--- config.mk ---
export PLATFORM = sky130hd
export DESIGN_NAME = segment_encoder
export DESIGN_NICKNAME = d
export VERILOG_FILES = /design/src/rtl/segment_encoder.sv
export SDC_FILE = /design/constraint.sdc
export NUM_CORES = 1
export LEC_CHECK = 0
export ABC_AREA = 1
export ABC_CLOCK_PERIOD_IN_PS = 1900
export BUFFER_PORTS_ARGS = -buffer_cell sky130_fd_sc_hd__buf_2
export CAP_MARGIN = 20
export CELL_PAD_IN_SITES_DETAIL_PLACEMENT = 0
export CELL_PAD_IN_SITES_GLOBAL_PLACEMENT = 2
export CORE_UTILIZATION = 33
export CTS_CLUSTER_SIZE = 10
export DETAILED_ROUTE_END_ITERATION = 7
export PLACE_DENSITY_LB_ADDON = 0.12
export SLEW_MARGIN = 40
export SYNTH_ARGS = -nofsm -noshare
export SYNTH_HDL_FRONTEND = slang
export SYNTH_SLANG_ARGS = --single-unit
--- constraint.sdc ---
create_clock -name clk -period 1.9 [get_ports clk]
set_clock_uncertainty 0.05 [all_clocks]
set_input_delay 0.285 -clock clk [delete_from_list [all_inputs] [get_ports clk]]
set_output_delay 0.285 -clock clk [all_outputs]
set_load 0.1 [all_outputs]
--- src/rtl/segment_encoder.sv ---
// segment_encoder: 16-bit value to four active-low seven-segment patterns.
// Decimal conversion is an iterative double-dabble (one shift per clock).
// Hex mode runs the same fixed-latency sequence and then takes nibbles from the
// captured value. Outputs are registered and written together in LATCH.
// Optional feature: define SEGMENT_ENCODER_LZB_EN for leading-zero blanking.
module segment_encoder #(
  parameter int unsigned ITER = 16
) (
  input  logic        clk,
  input  logic        rst_n,
  input  logic [15:0] value,
  input  logic        hex_mode,
  input  logic [3:0]  dp_mask,
  input  logic        load,
  output logic        busy,
  output logic        overflow,
  output logic [7:0]  segment_data0,
  output logic [7:0]  segment_data1,
  output logic [7:0]  segment_data2,
  output logic [7:0]  segment_data3
);

  localparam logic [1:0] StIdle  = 2'd0;
  localparam logic [1:0] StShift = 2'd1;
  localparam logic [1:0] StLatch = 2'd2;

  localparam logic [7:0] PatDash  = 8'hBF;
  localparam logic [7:0] PatBlank = 8'hFF;

  logic [1:0]  state_q, state_d;
  logic [3:0]  cnt_q, cnt_d;
  logic [15:0] bin_q, bin_d;   // shifting copy of the value
  logic [15:0] val_q, val_d;   // untouched copy for hex mode
  logic [19:0] bcd_q, bcd_d;
  logic        hex_q, hex_d;
  logic [3:0]  dp_q, dp_d;
  logic        ovf_q, ovf_d;
  logic [7:0]  seg_q [4];
  logic [7:0]  seg_d [4];

  logic [19:0] bcd_adj;
  logic [3:0]  digit [4];
  logic        ovf_calc;
  logic [7:0]  pat [4];

  function automatic logic [7:0] font(input logic [3:0] d);
    logic [7:0] p;
    case (d)
      4'h0: p = 8'hC0;
      4'h1: p = 8'hF9;
      4'h2: p = 8'hA4;
      4'h3: p = 8'hB0;
      4'h4: p = 8'h99;
      4'h5: p = 8'h92;
      4'h6: p = 8'h82;
      4'h7: p = 8'hF8;
      4'h8: p = 8'h80;
      4'h9: p = 8'h90;
      4'hA: p = 8'h88;
      4'hB: p = 8'h83;
      4'hC: p = 8'hC6;
      4'hD: p = 8'hA1;
      4'hE: p = 8'h86;
      default: p = 8'h8E;
    endcase
    return p;
  endfunction

  // Double-dabble correction: add 3 to every BCD nibble that is 5 or more.
  always_comb begin
    bcd_adj = bcd_q;
    for (int i = 0; i < 5; i++) begin
      if (bcd_q[4*i +: 4] >= 4'd5) bcd_adj[4*i +: 4] = bcd_q[4*i +: 4] + 4'd3;
    end
  end

  // Final digit patterns from the completed conversion (used in LATCH).
  always_comb begin
    digit[0] = hex_q ? val_q[15:12] : bcd_q[15:12];
    digit[1] = hex_q ? val_q[11:8]  : bcd_q[11:8];
    digit[2] = hex_q ? val_q[7:4]   : bcd_q[7:4];
    digit[3] = hex_q ? val_q[3:0]   : bcd_q[3:0];
    ovf_calc = !hex_q && (bcd_q[19:16] != 4'd0);
    for (int i = 0; i < 4; i++) begin
      pat[i] = font(digit[i]);
    end
`ifdef SEGMENT_ENCODER_LZB_EN
    // Blank a zero only while every digit to its left is also zero; the
    // rightmost digit is always shown.
    if (!ovf_calc && digit[0] == 4'd0) begin
      pat[0] = PatBlank;
      if (digit[1] == 4'd0) begin
        pat[1] = PatBlank;
        if (digit[2] == 4'd0) pat[2] = PatBlank;
      end
    end
`endif
    for (int i = 0; i < 4; i++) begin
      if (ovf_calc) pat[i] = PatDash;
      if (dp_q[i]) pat[i][7] = 1'b0;
    end
  end

  // Next-state: capture on accepted load, shift 16 times, then latch outputs.
  always_comb begin
    state_d = state_q;
    cnt_d   = cnt_q;
    bin_d   = bin_q;
    val_d   = val_q;
    bcd_d   = bcd_q;
    hex_d   = hex_q;
    dp_d    = dp_q;
    ovf_d   = ovf_q;
    for (int i = 0; i < 4; i++) seg_d[i] = seg_q[i];
    case (state_q)
      StIdle: begin
        if (load) begin
          bin_d   = value;
          val_d   = value;
          hex_d   = hex_mode;
          dp_d    = dp_mask;
          bcd_d   = 20'd0;
          cnt_d   = 4'd0;
          state_d = StShift;
        end
      end
      StShift: begin
        bcd_d = {bcd_adj[18:0], bin_q[15]};
        bin_d = {bin_q[14:0], 1'b0};
        cnt_d = cnt_q + 4'd1;
        if (cnt_q == 4'(ITER - 1)) state_d = StLatch;
      end
      StLatch: begin
        for (int i = 0; i < 4; i++) seg_d[i] = pat[i];
        ovf_d   = ovf_calc;
        state_d = StIdle;
      end
      default: state_d = StIdle;
    endcase
  end

  // State registers with synchronous active-low reset.
  always_ff @(posedge clk) begin
    if (!rst_n) begin
      state_q <= StIdle;
      cnt_q   <= 4'd0;
      bin_q   <= 16'd0;
      val_q   <= 16'd0;
      bcd_q   <= 20'd0;
      hex_q   <= 1'b0;
      dp_q    <= 4'd0;
      ovf_q   <= 1'b0;
      for (int i = 0; i < 4; i++) seg_q[i] <= PatBlank;
    end else begin
      state_q <= state_d;
      cnt_q   <= cnt_d;
      bin_q   <= bin_d;
      val_q   <= val_d;
      bcd_q   <= bcd_d;
      hex_q   <= hex_d;
      dp_q    <= dp_d;
      ovf_q   <= ovf_d;
      for (int i = 0; i < 4; i++) seg_q[i] <= seg_d[i];
    end
  end

  assign busy          = (state_q != StIdle);
  assign overflow      = ovf_q;
  assign segment_data0 = seg_q[0];
  assign segment_data1 = seg_q[1];
  assign segment_data2 = seg_q[2];
  assign segment_data3 = seg_q[3];

endmodule

# After elaboration in Yosys (flattened, before gate mapping)
# Memory sizes are Yosys's and may differ from the RTL's.
# Cells that the tools add are included.
totals:
  ff_bits: 64
  latch_bits: 0
  ramBits: 32
  rom_bits: 448
  out_inout_bits: 34
  elab_cells: 75
  n_memories: 5
op_classes:
  n_addsub: 6
  multipliers: 0
  div_mod_pow: 0
  n_lt_le_gt_ge: 5
  eq_ne: 5
  shift: 0
  muxes: 33
  n_bitwise: 4
  reduce_logical: 9
memory_table:
  columns: ["memory", "depth", "width", "read_ports", "rd_ports_with_merged_regs", "write_ports", "line", "source"]
  rows:
  - ["(no name shown)", 16, 7, 1, 0, 0, "48", "case (d)"]
  - ["(no name shown)", 16, 7, 1, 0, 0, "48", null]
  - ["(no name shown)", 16, 7, 1, 0, 0, "48", null]
  - ["(no name shown)", 16, 7, 1, 0, 0, "48", null]
  - ["seg_q", 4, 8, 4, 0, 4, "38", "logic [7:0] seg_q [4];"]
op_table:
  columns: ["op", "n"]
  rows:
  - ["$mux W8", 8]
  - ["$pmux W20 S2", 1]
  - ["$mux W4", 9]
  - ["$mux W32", 1]
  - ["$pmux W16 S2", 1]
  - ["$ge A4 B3 Y1 const B", 5]
  - ["$mux W20", 1]
  - ["$add A4 B2 Y4 const B", 4]
  - ["$mux W16", 1]
  - ["$pmux W4 S2", 1]
  - ["$mux W1", 6]
  - ["$reduce_and A2 Y1", 3]
  - ["$add A4 B1 Y4 const B", 1]
  - ["$eq A4 B4 Y1 const B", 1]
  - ["$mux W2", 2]
  - ["$ne A2 B2 Y1 const B", 2]
  - ["$or A1 B1 Y1", 4]
  - ["$pmux W2 S2", 1]
  - ["$reduce_bool A2 Y1", 2]
  - ["$reduce_bool A4 Y1", 1]
  - ["$add A3 B2 Y3 const B", 1]
  - ["$mux W3", 1]
  - ["$eq A2 B1 Y1 const B", 1]
  - ["$eq A2 B2 Y1 const B", 1]
  - ["other kinds (3)", 3]

# Depth between registers and ports, before layout
depth:
  depth_word: 6
  mapped_depth: 13
  mapped_depth_nobuf: 12

# Least setup slack after synthesis
# OpenSTA, ideal clock, no wires.
synth_timing:
  path_kind: "register -> register"
  from: "register state_q[1]"
  to: "register bin_q[4]"
  arrival_time_ns: 1.738
  slack_ns: 0.043
  path_stages_with_launch: 9
  path_buffers: 1
  path_cell_list: "dfxtp_1 inv_2 nand2_1 nor2_2 buf_4 nand2_1 o21ai_0 nand2_1 o21ai_1"
synth_between:
  elab_chain_len: 3
synth_lines:
  columns: ["element", "line", "source"]
  rows:
  - ["from (decl)", "30", "logic [1:0] state_q, state_d;"]
  - ["from (signal assigned)", "145", "state_q <= StIdle;"]
  - ["from (signal assigned)", "155", "state_q <= state_d;"]
  - ["$eq A2 B1 Y1 or $logic_not A2 Y1 (tied branches)", "115", "case (state_q)"]
  - ["$reduce_bool A2 Y1 (no line) or $ne A2 B2 Y1 (tied branches)", null, null]
  - ["$reduce_and A2 Y1 (no line)", null, null]
  - ["to (signal assigned)", "157", "bin_q <= bin_d;"]
  - ["to (decl)", "32", "logic [15:0] bin_q, bin_d;"]
# Parallel ways exist; a longest one is shown, timed or not.
# A chain may end at the register's enable or synchronous reset.

==> results by group <==
Placement
  – DPL Wire Length: 11.3 mm
  – IO buf count: 57
  – Placed cells: between 1,000 and 1,500
  – GPL Wtd Cong: between 0.8 and 0.9
  – Area after DPL: approximately 5900 µm²
  – Worst slack, placed: ~79 ps

Routing
  – DR iter-0 viols: around 320
  – Final WL: about 15 mm
  – Drt pass-1 iters: 5
  – DR vias/cell: 4.58
  – WL/cell: ~14 µm
  – # DRC: 0
  – Final ANT Viol Nets: 0
  – Via count: ~5,000

Synth
  – Synthesized area: 5330 µm²
  – Yosys cell types: 32
  – Cell count after synthesis: approximately 800
  – Syn_nets: around 860
  – Yosys top cell area share: roughly 36%
  – Leading area contributor after synthesis: dfxtp_1
  – Sequential-to-total area share from yosys stat: between 30% and 40%
  – Main synth FF type: dfxtp_1
  – Mapped Avg Cell Area: 6.70 µm²
  – Async set-reset flop share out of synthesis: 0%
  – Seq cells post-synth: 96
  – Most common cell in the netlist: nand2_1
  – Synth top area cells: dfxtp_1 (36%), nand2_1 (18%), ha_1 (9.2%), inv_1 (6.5%), nand3_1 (5.1%)
  – Most frequent cells after synthesis: nand2_1 (260), dfxtp_1 (96), inv_1 (92)
  – EDFF count, synth: 0
  – Ys Warns: 0

Critical path
  – Most frequent cell on the critical path: nand2_1
  – CP required: 2090 ps
  – Startpoint types: flop
  – Slowest cell on crit path: dfxtp_4
  – Kind of critical path: reg -> reg
  – CP Max Fanout: 21
  – Critical Path End Type: flop
  – CP arrival: 1920 ps
  – Worst-path cell chain: buf_12 > nand2_1 > o21ai_1 > inv_2 > ha_1 > nand3_1 > nor2_1 > nor2_1 > nand2_1 > nand2_1 > nand2_1
  – CP max stage delay: around 400 ps

Die
  – Site Rows: 46
  – Die H: around 130 µm
  – Initial Util: 33.7%
  – Chip width: 129 µm
  – CORE AREA: about 16,000 µm²
  – Die area: 16,700 µm²
  – Ports: 58

Power and ir drop
  – Worst VDD drop: 0.412 mV
  – Reg power frac: between 40% and 50%
  – Cell Pwr Density: between 700 and 800 nW/µm²
  – Switching power total: 1.32 mW
  – Clock network fraction of total power: between 30% and 40%
  – Leak: 2.93 nW
  – Switching share of power: approximately 29%
  – Int Pwr: between 3 and 4 mW
  – Comb pwr share: about an eighth

Timing
  – Min cycle time layout: 1730 ps
  – Final hold violation count: 0
  – Endpoints failing setup: 0
  – RSZ-0062 raised after global routing: no
  – Setup TNS: 0 ps
  – Final setup margin: 172 ps
  – Worst Max-Slew Pin Slew: ~500 ps
  – Rel. slew slack: approximately two thirds
  – Final max-slew violation count: 0
  – Fin crit share: 90.9%
  – Max Fclk: 0.579 GHz

Clock network
  – CTS Root Cell: clkbuf_16
  – H-tree level count: 3
  – # Post-CTS Setup Buffers: 0
  – Worst skew pair latency: around 360 ps
  – CTS resizes: 0
  – # clock sinks: 96
  – Num CTS Buffers: 9
  – CTS tree: done
  – Clock transition at path regs: roughly 80 ps
  – CTS Buffer Depth: 2
  – CTS Hold Bufs: 0

Global route
  – Initial antenna violation count: 0
  – Global route overflow: 0
  – GRT Total Usage: between 10% and 20%
  – Vias in the first global route: about 4,600
  – Largest net degree at the start of global routing: 28
  – First-pass GRT wire length: about 24 mm

Worst hold path
  – Hold Crit Class: in -> reg

Finish
  – Finished Layout Cells: about 1,100
  – Antenna Cells: 0
  – Number of filler cells placed in the layout: around 1,800
  – P&R area growth vs syn: 17.1%
  – Final Cell Area: ~6200 µm²
  – Share of cells above drive strength 1: 15.7%
  – Final-stage net count: a little over 900

Outcome
  – Outcome: finished, final reports clean

Job
  – Max-Cap Viols: 0
-- sequential cells by signal, indices dropped and copies added, names as in the netlist --
register,flops
hex_q,1
overflow,1
cnt_q,4
bcd_q,20
bin_q,16
state_q,2
seg_q,32
val_q,16
dp_q,4
-- critical path: cells and delay by family, from the launching register on --
family                     cells  cell delay, ps
buffers and inverters          2             250
and+or+nand+nor                7             520
AOI/OAI and AO/OA              1             140
DFF                            1             390
adders and majority gates      1             250
-- metal layers --
metal	part of all wire (%)	wire [µm]	vias to the layer above	global-route usage, %
met4	1.4	208	0	6.92
li1	-	-	2628	-
met2	44	6480	76	29.4
met3	2.5	369	15	2.44
met1	52	7640	2234	26.7
met5	0	0	-	0
-- power by group through the flow --
stage	Combinational [mW]	Clock, mW	Sequential, mW
6_report	0.599	1.79	2.11
5_1_grt	0.683	1.93	2.12
4_1_cts	0.600	1.85	2.11
3_5_place_dp	0.597	0	2.16
3_3_place_gp	0.597	0	2.16
2_1_floorplan	0.426	0	2.15
-- cell type report --
class                   instances  area (µm²)  area share, %
well taps                     216         270           4.33
clock buffers                   9         225           3.61
inverters                     104         390           6.26
repair buffers                 79         488           7.82
clock inverters                 7        58.8          0.942
flip-flops and latches         96        1930           30.9
multi-input cells             570        2880           46.2
-- worst paths after layout --
path                                  from          end  slack [ps]  depth (start not counted)
worst min-delay path            dp_mask[0]      dp_q[0]         130                          3
worst min register to register     dp_q[0]  seg_q[0][7]         400                          1
worst max-delay path                 hex_q  seg_q[1][4]         170                         11
worst max register to register       hex_q  seg_q[1][4]         170                         11
-- kinds of logic after synthesis --
family	synth area share (%)
AOI/OAI and AO/OA	12.9
xor gates and xnor gates	0.657
adders and majority gates	9.15
buffers and inverters	10.2
DFF	36.1
and+or+nand+nor	31.0
-- placed cells by master, fill, tap and decap left out, types with 9 or more instances in the layout --
cell	n
o21ai_1	25
clkbuf_16	9
nand2_1	260
buf_2	57
nand2_2	12
inv_1	90
a21oi_1	26
buf_4	19
inv_2	14
nand3_1	54
dfxtp_1	95
ha_1	38
nor2_1	65
o22ai_1	14
o21ai_0	52
-- through the flow --
stage	utilization, %	total power, mW	hold WS, ps
2_1_floorplan	-	2.57	374
3_3_place_gp	37.5	2.75	390
3_5_place_dp	37.5	2.75	395
4_1_cts	39.3	4.56	120
5_1_grt	39.4	4.73	137
6_report	39.4	4.50	126
Note: power is estimated with default switching activity, not from simulation.
